`config.mk`:
```
export PLATFORM = sky130hd
export DESIGN_NAME = uart_rx_frame_flat
export DESIGN_NICKNAME = d
export VERILOG_FILES = /design/src/rtl/uart_rx_frame_if.sv /design/src/rtl/uart_rx_frame.sv /design/src/flat_wrapper.sv
export SDC_FILE = /design/constraint.sdc
export NUM_CORES = 1
export LEC_CHECK = 0
export CORE_ASPECT_RATIO = 0.9
export CORE_UTILIZATION = 37
export CTS_BUF_LIST = sky130_fd_sc_hd__clkbuf_4 sky130_fd_sc_hd__clkbuf_8 sky130_fd_sc_hd__clkbuf_16
export DETAILED_ROUTE_END_ITERATION = 10
export GPL_TIMING_DRIVEN = 1
export SLEW_MARGIN = 20
export SYNTH_ARGS = -nofsm -noshare
export SYNTH_HDL_FRONTEND = slang
export SYNTH_SLANG_ARGS = --single-unit
```
`constraint.sdc`:
```
create_clock -name clk -period 4.9 [get_ports clk]
set_input_delay 0.735 -clock clk [delete_from_list [all_inputs] [get_ports clk]]
set_output_delay 0.735 -clock clk [all_outputs]
set_load 0.02 [all_outputs]
```
`src/rtl/uart_rx_frame_if.sv`:
```
`default_nettype none
// ----------------------------------------------------------------------------
// uart_rx_frame_if : received-frame valid/ready channel with status flags
// Rev 1.0
// ----------------------------------------------------------------------------
interface uart_rx_frame_if #(
  parameter int DATA_BITS = 8
);
  logic [DATA_BITS-1:0] m_data;
  logic                 m_valid;
  logic                 m_ready;
  logic                 parity_err;
  logic                 frame_err;
  logic                 brk;

  modport master (
    output m_data, m_valid, parity_err, frame_err, brk,
    input  m_ready
  );

  modport slave (
    input  m_data, m_valid, parity_err, frame_err, brk,
    output m_ready
  );
endinterface
`default_nettype wire

```
`src/rtl/uart_rx_frame.sv`:
```
`default_nettype none
// ----------------------------------------------------------------------------
// uart_rx_frame : parametrised UART receiver with parity/framing/break status
//                 and a valid/ready holding register with overrun reporting.
// Optional macro UART_RX_MAJORITY_EN : 2-of-3 majority vote per bit decision.
// Rev 1.0
// ----------------------------------------------------------------------------
module uart_rx_frame #(
  parameter int CLK_FREQ  = 100_000_000,
  parameter int BAUD_RATE = 9_600,
  parameter int DATA_BITS = 8,
  parameter int PARITY    = 0,
  parameter int STOP_BITS = 1
) (
  input  logic            clk,
  input  logic            rst,
  input  logic            rxsig,
  uart_rx_frame_if.master m_if,
  output logic            overrun,
  output logic            busy
);
  localparam int CLKS_PER_BIT = (CLK_FREQ + BAUD_RATE / 2) / BAUD_RATE;
  localparam int CNT_W        = $clog2(CLKS_PER_BIT);
  localparam int HALF         = CLKS_PER_BIT / 2;
  localparam int IDX_W        = $clog2(DATA_BITS + 1);
`ifdef UART_RX_MAJORITY_EN
  localparam int DEC_AT       = HALF + 1;
`else
  localparam int DEC_AT       = HALF;
`endif
  localparam logic [CNT_W-1:0] LAST_CNT  = CNT_W'(CLKS_PER_BIT - 1);
  localparam logic [CNT_W-1:0] DEC_CNT   = CNT_W'(DEC_AT);
  localparam logic [IDX_W-1:0] LAST_DATA = IDX_W'(DATA_BITS - 1);
  localparam logic [IDX_W-1:0] LAST_STOP = IDX_W'(STOP_BITS - 1);

  typedef enum logic [2:0] {
    S_IDLE, S_START, S_DATA, S_PARITY, S_STOP, S_BRK_WAIT
  } state_t;

  state_t                 state_q, state_d;
  logic                   sync1_q, sync1_d, sync2_q, sync2_d, prev_q, prev_d;
  logic [1:0]             prime_q, prime_d;
  logic [CNT_W-1:0]       cnt_q, cnt_d;
  logic [IDX_W-1:0]       idx_q, idx_d;
  logic [DATA_BITS-1:0]   shift_q, shift_d;
  logic                   par_q, par_d, ferr_q, ferr_d, any1_q, any1_d;
  logic [DATA_BITS-1:0]   m_data_q, m_data_d;
  logic                   m_valid_q, m_valid_d, perr_q, perr_d;
  logic                   ferr_out_q, ferr_out_d, brk_q, brk_d;
  logic                   overrun_q, overrun_d;
  logic                   rx_s, decide, bit_val, done, fr_ferr, fr_brk, fr_perr;

  assign rx_s   = sync2_q;
  assign decide = (cnt_q == DEC_CNT);

`ifdef UART_RX_MAJORITY_EN
  localparam logic [CNT_W-1:0] SMP_A = CNT_W'(HALF - 1);
  localparam logic [CNT_W-1:0] SMP_B = CNT_W'(HALF);
  logic [1:0] hist_q, hist_d;

  always_comb begin
    hist_d = hist_q;
    if (cnt_q == SMP_A) hist_d[0] = rx_s;
    if (cnt_q == SMP_B) hist_d[1] = rx_s;
  end

  always_ff @(posedge clk) begin
    if (rst) hist_q <= 2'b11;
    else     hist_q <= hist_d;
  end

  assign bit_val = (hist_q[0] & hist_q[1]) | (hist_q[0] & rx_s) | (hist_q[1] & rx_s);
`else
  assign bit_val = rx_s;
`endif

  // prev is only trusted once the reset value of the synchroniser has flushed,
  // so a line held low through reset cannot look like a falling edge.
  always_comb begin
    sync1_d = rxsig;
    sync2_d = sync1_q;
    prime_d = {prime_q[0], 1'b1};
    prev_d  = prime_q[1] ? rx_s : 1'b0;
  end

  assign fr_perr = (PARITY != 0) && ((^shift_q ^ par_q) != (PARITY == 2));

  always_comb begin
    state_d = state_q;
    cnt_d   = (cnt_q == LAST_CNT) ? '0 : cnt_q + 1'b1;
    idx_d   = idx_q;
    shift_d = shift_q;
    par_d   = par_q;
    ferr_d  = ferr_q;
    any1_d  = any1_q;
    done    = 1'b0;
    fr_ferr = ferr_q | ~bit_val;
    fr_brk  = ~(any1_q | bit_val);
    case (state_q)
      S_IDLE: begin
        cnt_d  = '0;
        idx_d  = '0;
        ferr_d = 1'b0;
        any1_d = 1'b0;
        if (prev_q && !rx_s) state_d = S_START;
      end
      // The baud counter keeps running after the start check, so every later
      // decision lands at the same offset into its own bit period.
      S_START: begin
        if (decide) state_d = bit_val ? S_IDLE : S_DATA;
      end
      S_DATA: begin
        if (decide) begin
          shift_d = {bit_val, shift_q[DATA_BITS-1:1]};
          any1_d  = any1_q | bit_val;
          if (idx_q == LAST_DATA) begin
            idx_d   = '0;
            state_d = (PARITY != 0) ? S_PARITY : S_STOP;
          end else begin
            idx_d = idx_q + 1'b1;
          end
        end
      end
      S_PARITY: begin
        if (decide) begin
          par_d   = bit_val;
          any1_d  = any1_q | bit_val;
          idx_d   = '0;
          state_d = S_STOP;
        end
      end
      S_STOP: begin
        if (decide) begin
          ferr_d = fr_ferr;
          any1_d = any1_q | bit_val;
          if (idx_q == LAST_STOP) begin
            done    = 1'b1;
            state_d = fr_brk ? S_BRK_WAIT : S_IDLE;
          end else begin
            idx_d = idx_q + 1'b1;
          end
        end
      end
      S_BRK_WAIT: begin
        cnt_d = '0;
        if (rx_s) state_d = S_IDLE;
      end
      default: state_d = S_IDLE;
    endcase
  end

  always_comb begin
    m_data_d   = m_data_q;
    m_valid_d  = m_valid_q;
    perr_d     = perr_q;
    ferr_out_d = ferr_out_q;
    brk_d      = brk_q;
    overrun_d  = 1'b0;
    if (done) begin
      if (!m_valid_q || m_if.m_ready) begin
        m_data_d   = shift_q;
        m_valid_d  = 1'b1;
        perr_d     = fr_perr;
        ferr_out_d = fr_ferr;
        brk_d      = fr_brk;
      end else begin
        overrun_d = 1'b1;
      end
    end else if (m_valid_q && m_if.m_ready) begin
      m_valid_d = 1'b0;
    end
  end

  always_ff @(posedge clk) begin
    if (rst) begin
      sync1_q    <= 1'b1;
      sync2_q    <= 1'b1;
      prev_q     <= 1'b0;
      prime_q    <= 2'b00;
      state_q    <= S_IDLE;
      cnt_q      <= '0;
      idx_q      <= '0;
      shift_q    <= '0;
      par_q      <= 1'b0;
      ferr_q     <= 1'b0;
      any1_q     <= 1'b0;
      m_data_q   <= '0;
      m_valid_q  <= 1'b0;
      perr_q     <= 1'b0;
      ferr_out_q <= 1'b0;
      brk_q      <= 1'b0;
      overrun_q  <= 1'b0;
    end else begin
      sync1_q    <= sync1_d;
      sync2_q    <= sync2_d;
      prev_q     <= prev_d;
      prime_q    <= prime_d;
      state_q    <= state_d;
      cnt_q      <= cnt_d;
      idx_q      <= idx_d;
      shift_q    <= shift_d;
      par_q      <= par_d;
      ferr_q     <= ferr_d;
      any1_q     <= any1_d;
      m_data_q   <= m_data_d;
      m_valid_q  <= m_valid_d;
      perr_q     <= perr_d;
      ferr_out_q <= ferr_out_d;
      brk_q      <= brk_d;
      overrun_q  <= overrun_d;
    end
  end

  assign m_if.m_data     = m_data_q;
  assign m_if.m_valid    = m_valid_q;
  assign m_if.parity_err = perr_q;
  assign m_if.frame_err  = ferr_out_q;
  assign m_if.brk        = brk_q;
  assign overrun         = overrun_q;
  assign busy            = (state_q != S_IDLE);
endmodule
`default_nettype wire

```
`src/flat_wrapper.sv`:
```
// flat-port wrapper written by rule: the top's interface ports become plain ports
module uart_rx_frame_flat 
#(
  parameter int CLK_FREQ  = 100_000_000,
  parameter int BAUD_RATE = 9_600,
  parameter int DATA_BITS = 8,
  parameter int PARITY    = 0,
  parameter int STOP_BITS = 1
)
  (clk, rst, rxsig, overrun, busy, m_if_m_data, m_if_m_valid, m_if_parity_err, m_if_frame_err, m_if_brk, m_if_m_ready);
  uart_rx_frame_if #(.DATA_BITS(DATA_BITS)) m_if_i ();
  input  logic clk;
  input  logic rst;
  input  logic rxsig;
  output logic overrun;
  output logic busy;
  output wire logic [$bits(m_if_i.m_data)-1:0] m_if_m_data;
  output wire logic [$bits(m_if_i.m_valid)-1:0] m_if_m_valid;
  output wire logic [$bits(m_if_i.parity_err)-1:0] m_if_parity_err;
  output wire logic [$bits(m_if_i.frame_err)-1:0] m_if_frame_err;
  output wire logic [$bits(m_if_i.brk)-1:0] m_if_brk;
  input wire logic [$bits(m_if_i.m_ready)-1:0] m_if_m_ready;
  assign m_if_m_data = m_if_i.m_data;
  assign m_if_m_valid = m_if_i.m_valid;
  assign m_if_parity_err = m_if_i.parity_err;
  assign m_if_frame_err = m_if_i.frame_err;
  assign m_if_brk = m_if_i.brk;
  assign m_if_i.m_ready = m_if_m_ready;
  uart_rx_frame #(.CLK_FREQ(CLK_FREQ), .BAUD_RATE(BAUD_RATE), .DATA_BITS(DATA_BITS), .PARITY(PARITY), .STOP_BITS(STOP_BITS)) u_core (.clk(clk), .rst(rst), .rxsig(rxsig), .m_if(m_if_i), .overrun(overrun), .busy(busy));
endmodule
```
==> reports/qor.csv <==
metric;value;unit
fp.dieH;74.2;um
path_clk_slew;90;ps
via_count;1563;
cp_cell_sequence;clkdlybuf4s50_1 -> inv_1 -> o21ai_0 -> a41o_1 -> nor2_1;
async_reset_ff_share;0;%
ir_drop;0.148;mV
pin_count;18;
post_cts_buffers;0;
cts.path.max_buffers;2;
dp_slack;1710;ps
setup_viol;0;
pwr-share-seq;56.7;%
track_usage;14.1;%
dp_hpwl;2520;um
clock_sinks;48;
htree_num_levels;2;
cts_buffers;5;
drtAntennaViolNets;0;
finClkSkew;7.58;ps
combPwrFrac;1.9;%
drc_errors;0;
wl_per_cell;11.8;um
start_util;39.6;%
routed_via_density;5.01;
yosysSeqAreaShare;44.8;%
min_period;2780;ps
fin_util;45.0;%
power.switching;143;uW
diodes;0;
p_total;694;uW
slew-limit-headroom;33.1;%
worst_slack;2120;ps
grt_pass1_vias;1429;
maxCapViolCount;0;
synth_nets;242;
syn-instance-count;234;
yosysUniqueCellTypes;49;
p_per_area;285;mW/mm^2
clkPwrFrac;41.4;%
critPathRequiredTime;5070;ps
endpoint_kind;flip-flop;
overflow;0;
ys.flop_type;dfxtp_1;
critPathLaunchType;primary input;
critical_path.max_fanout;30;
cpMaxStageDelayCell;clkdlybuf4s50_1;
rows;25;
rsz0062_at_grt;false;
cp.arrival;2950;ps
maxSlewViolCount;0;
hold_buffers;0;
cts.repair.resized;0;
dieArea;0.00610;mm^2
holdCritPathClass;reg2reg;
min_period_over_period;56.8;%
synth_edf_count;0;
p_leak;0.940;nW
drt-initial-drc-count;89;
synth_area;0.00214;mm^2
fp.dieW;82.2;um
fmax;360;MHz
clockRootBuffer;clkbuf_8;
worst_pin_slew;1000;ps
ys_ff_latch;48;
fin_nets;252;
drt_first_pass_iters;4;
worstSetupPathType;in2reg;
core_area;0.00541;mm^2
wirelength;3690;um
setup_tns;0;ps
hold_violations;0;
layout_commonest_cell;dfxtp_1;
cts_tree;built;
portBuffers;16;
area_delta_synth_final;13.6;%
drive_gt1_share;7.35;%
grt_pass1_wl;6600;um
syn_area_per_cell;9.16;um^2
clk_latency;300;ps
outcome;finished clean;
antenna_found_initial;0;
synth-warning-count;0;
p_sw_share;20.6;%
grt_max_degree;31;
internal_power;550;uW
final_cell_mix;dfxtp_1, nor2_1, mux2i_1;
place_congestion;0.715;
cp_slowest_stage_delay;1120;ps
synthesized netlist by cell type, drive strengths merged (2+ instances only):
library cell / count / share of area [%]
dfxtp: 48 / 45
nor3b: 3 / 1.8
xor2: 7 / 2.9
nand3: 8 / 1.9
clkbuf: 9 / 1.6
or3: 5 / 1.5
or2: 3 / 0.88
inv: 10 / 1.8
nor3: 4 / 0.93
nor4: 3 / 0.88
o21ai: 11 / 2.6
nand4: 2 / 0.58
buf: 4 / 1.6
nand2b: 3 / 0.88
and3: 4 / 1.2
nor2b: 4 / 1.2
ha: 4 / 2.3
xnor2: 4 / 1.6
nor2: 33 / 5.8
a21oi: 8 / 1.9
nand2: 15 / 2.6
mux2i: 18 / 8.4
and2: 2 / 0.58
a31oi: 2 / 0.58
final cells by class:
class                   instances  area [um^2]
flip-flops and latches         48          961
inverters                      10         37.5
clock inverters                 3         47.5
fillers                       531         2980
multi-input cells             163         1080
clock buffers                   5         68.8
well taps                      67         83.8
repair buffers                 16          160
power by group through the flow:
stage                     clock [mW]  sequential (mW)  combinational (mW)
final                          0.287            0.393              0.0133
after floorplan                    0            0.402              0.0102
after global placement             0            0.403              0.0133
after detailed placement           0            0.402              0.0135
after CTS                      0.296            0.393              0.0136
after global routing           0.314            0.394              0.0149
registers in the layout, summed over array words and instances, names as in the netlist, 2 cells and up:
signal / flops
u_core.m_if.m_data: 8
u_core.prime_q: 2
u_core.cnt_q: 14
u_core.state_q: 3
u_core.shift_q: 8
u_core.idx_q: 4
final timing paths:
kind	startpoint	end	slack (ps)	cells after the start
max	rst	u_core.cnt_q[13]$_SDFF_PP0_	2120	5
min reg2reg	u_core.sync1_q$_SDFF_PP1_	u_core.bit_val$_SDFF_PP1_	410	1
min	u_core.sync1_q$_SDFF_PP1_	u_core.bit_val$_SDFF_PP1_	410	1
max reg2reg	u_core.cnt_q[0]$_SDFF_PP0_	u_core.m_if.m_data[0]$_SDFFE_PP0P_	2510	7
critical path, delay by kind of cell:
kind            cells  cell delay (ps)
buf+inv             2             1520
compound gates      2              580
simple gates        1              100
metal layers:
layer  GRT usage, %  up-vias  share of wire [%]
met5              0        -                  0
met4           5.26        0                1.1
met3           3.31        4                2.6
met2           20.7       14                 44
met1           20.0      718                 52
li1               -      827                  -
kinds of logic (layout without fill, tap and decap cells):
family	after synthesis	count (layout)	share of synthesized area (%)
and+or+nand+nor	97	97	24.8
other	1	1	0.175
xor gates and xnor gates	11	11	4.49
AOI/OAI and AO/OA	31	31	9.46
DFF	48	48	44.8
muxes	18	18	8.41
buffers and inverters	23	34	4.96
adders and majority gates	5	5	2.86
through the flow:
stage	std cells	area, um^2	hold WS [ps]
after floorplan	234	2140	389
after global placement	304	2320	391
after detailed placement	304	2320	393
after CTS	312	2430	415
after global routing	312	2430	440
final	312	2430	414
Power figures use the tool's default switching activity.
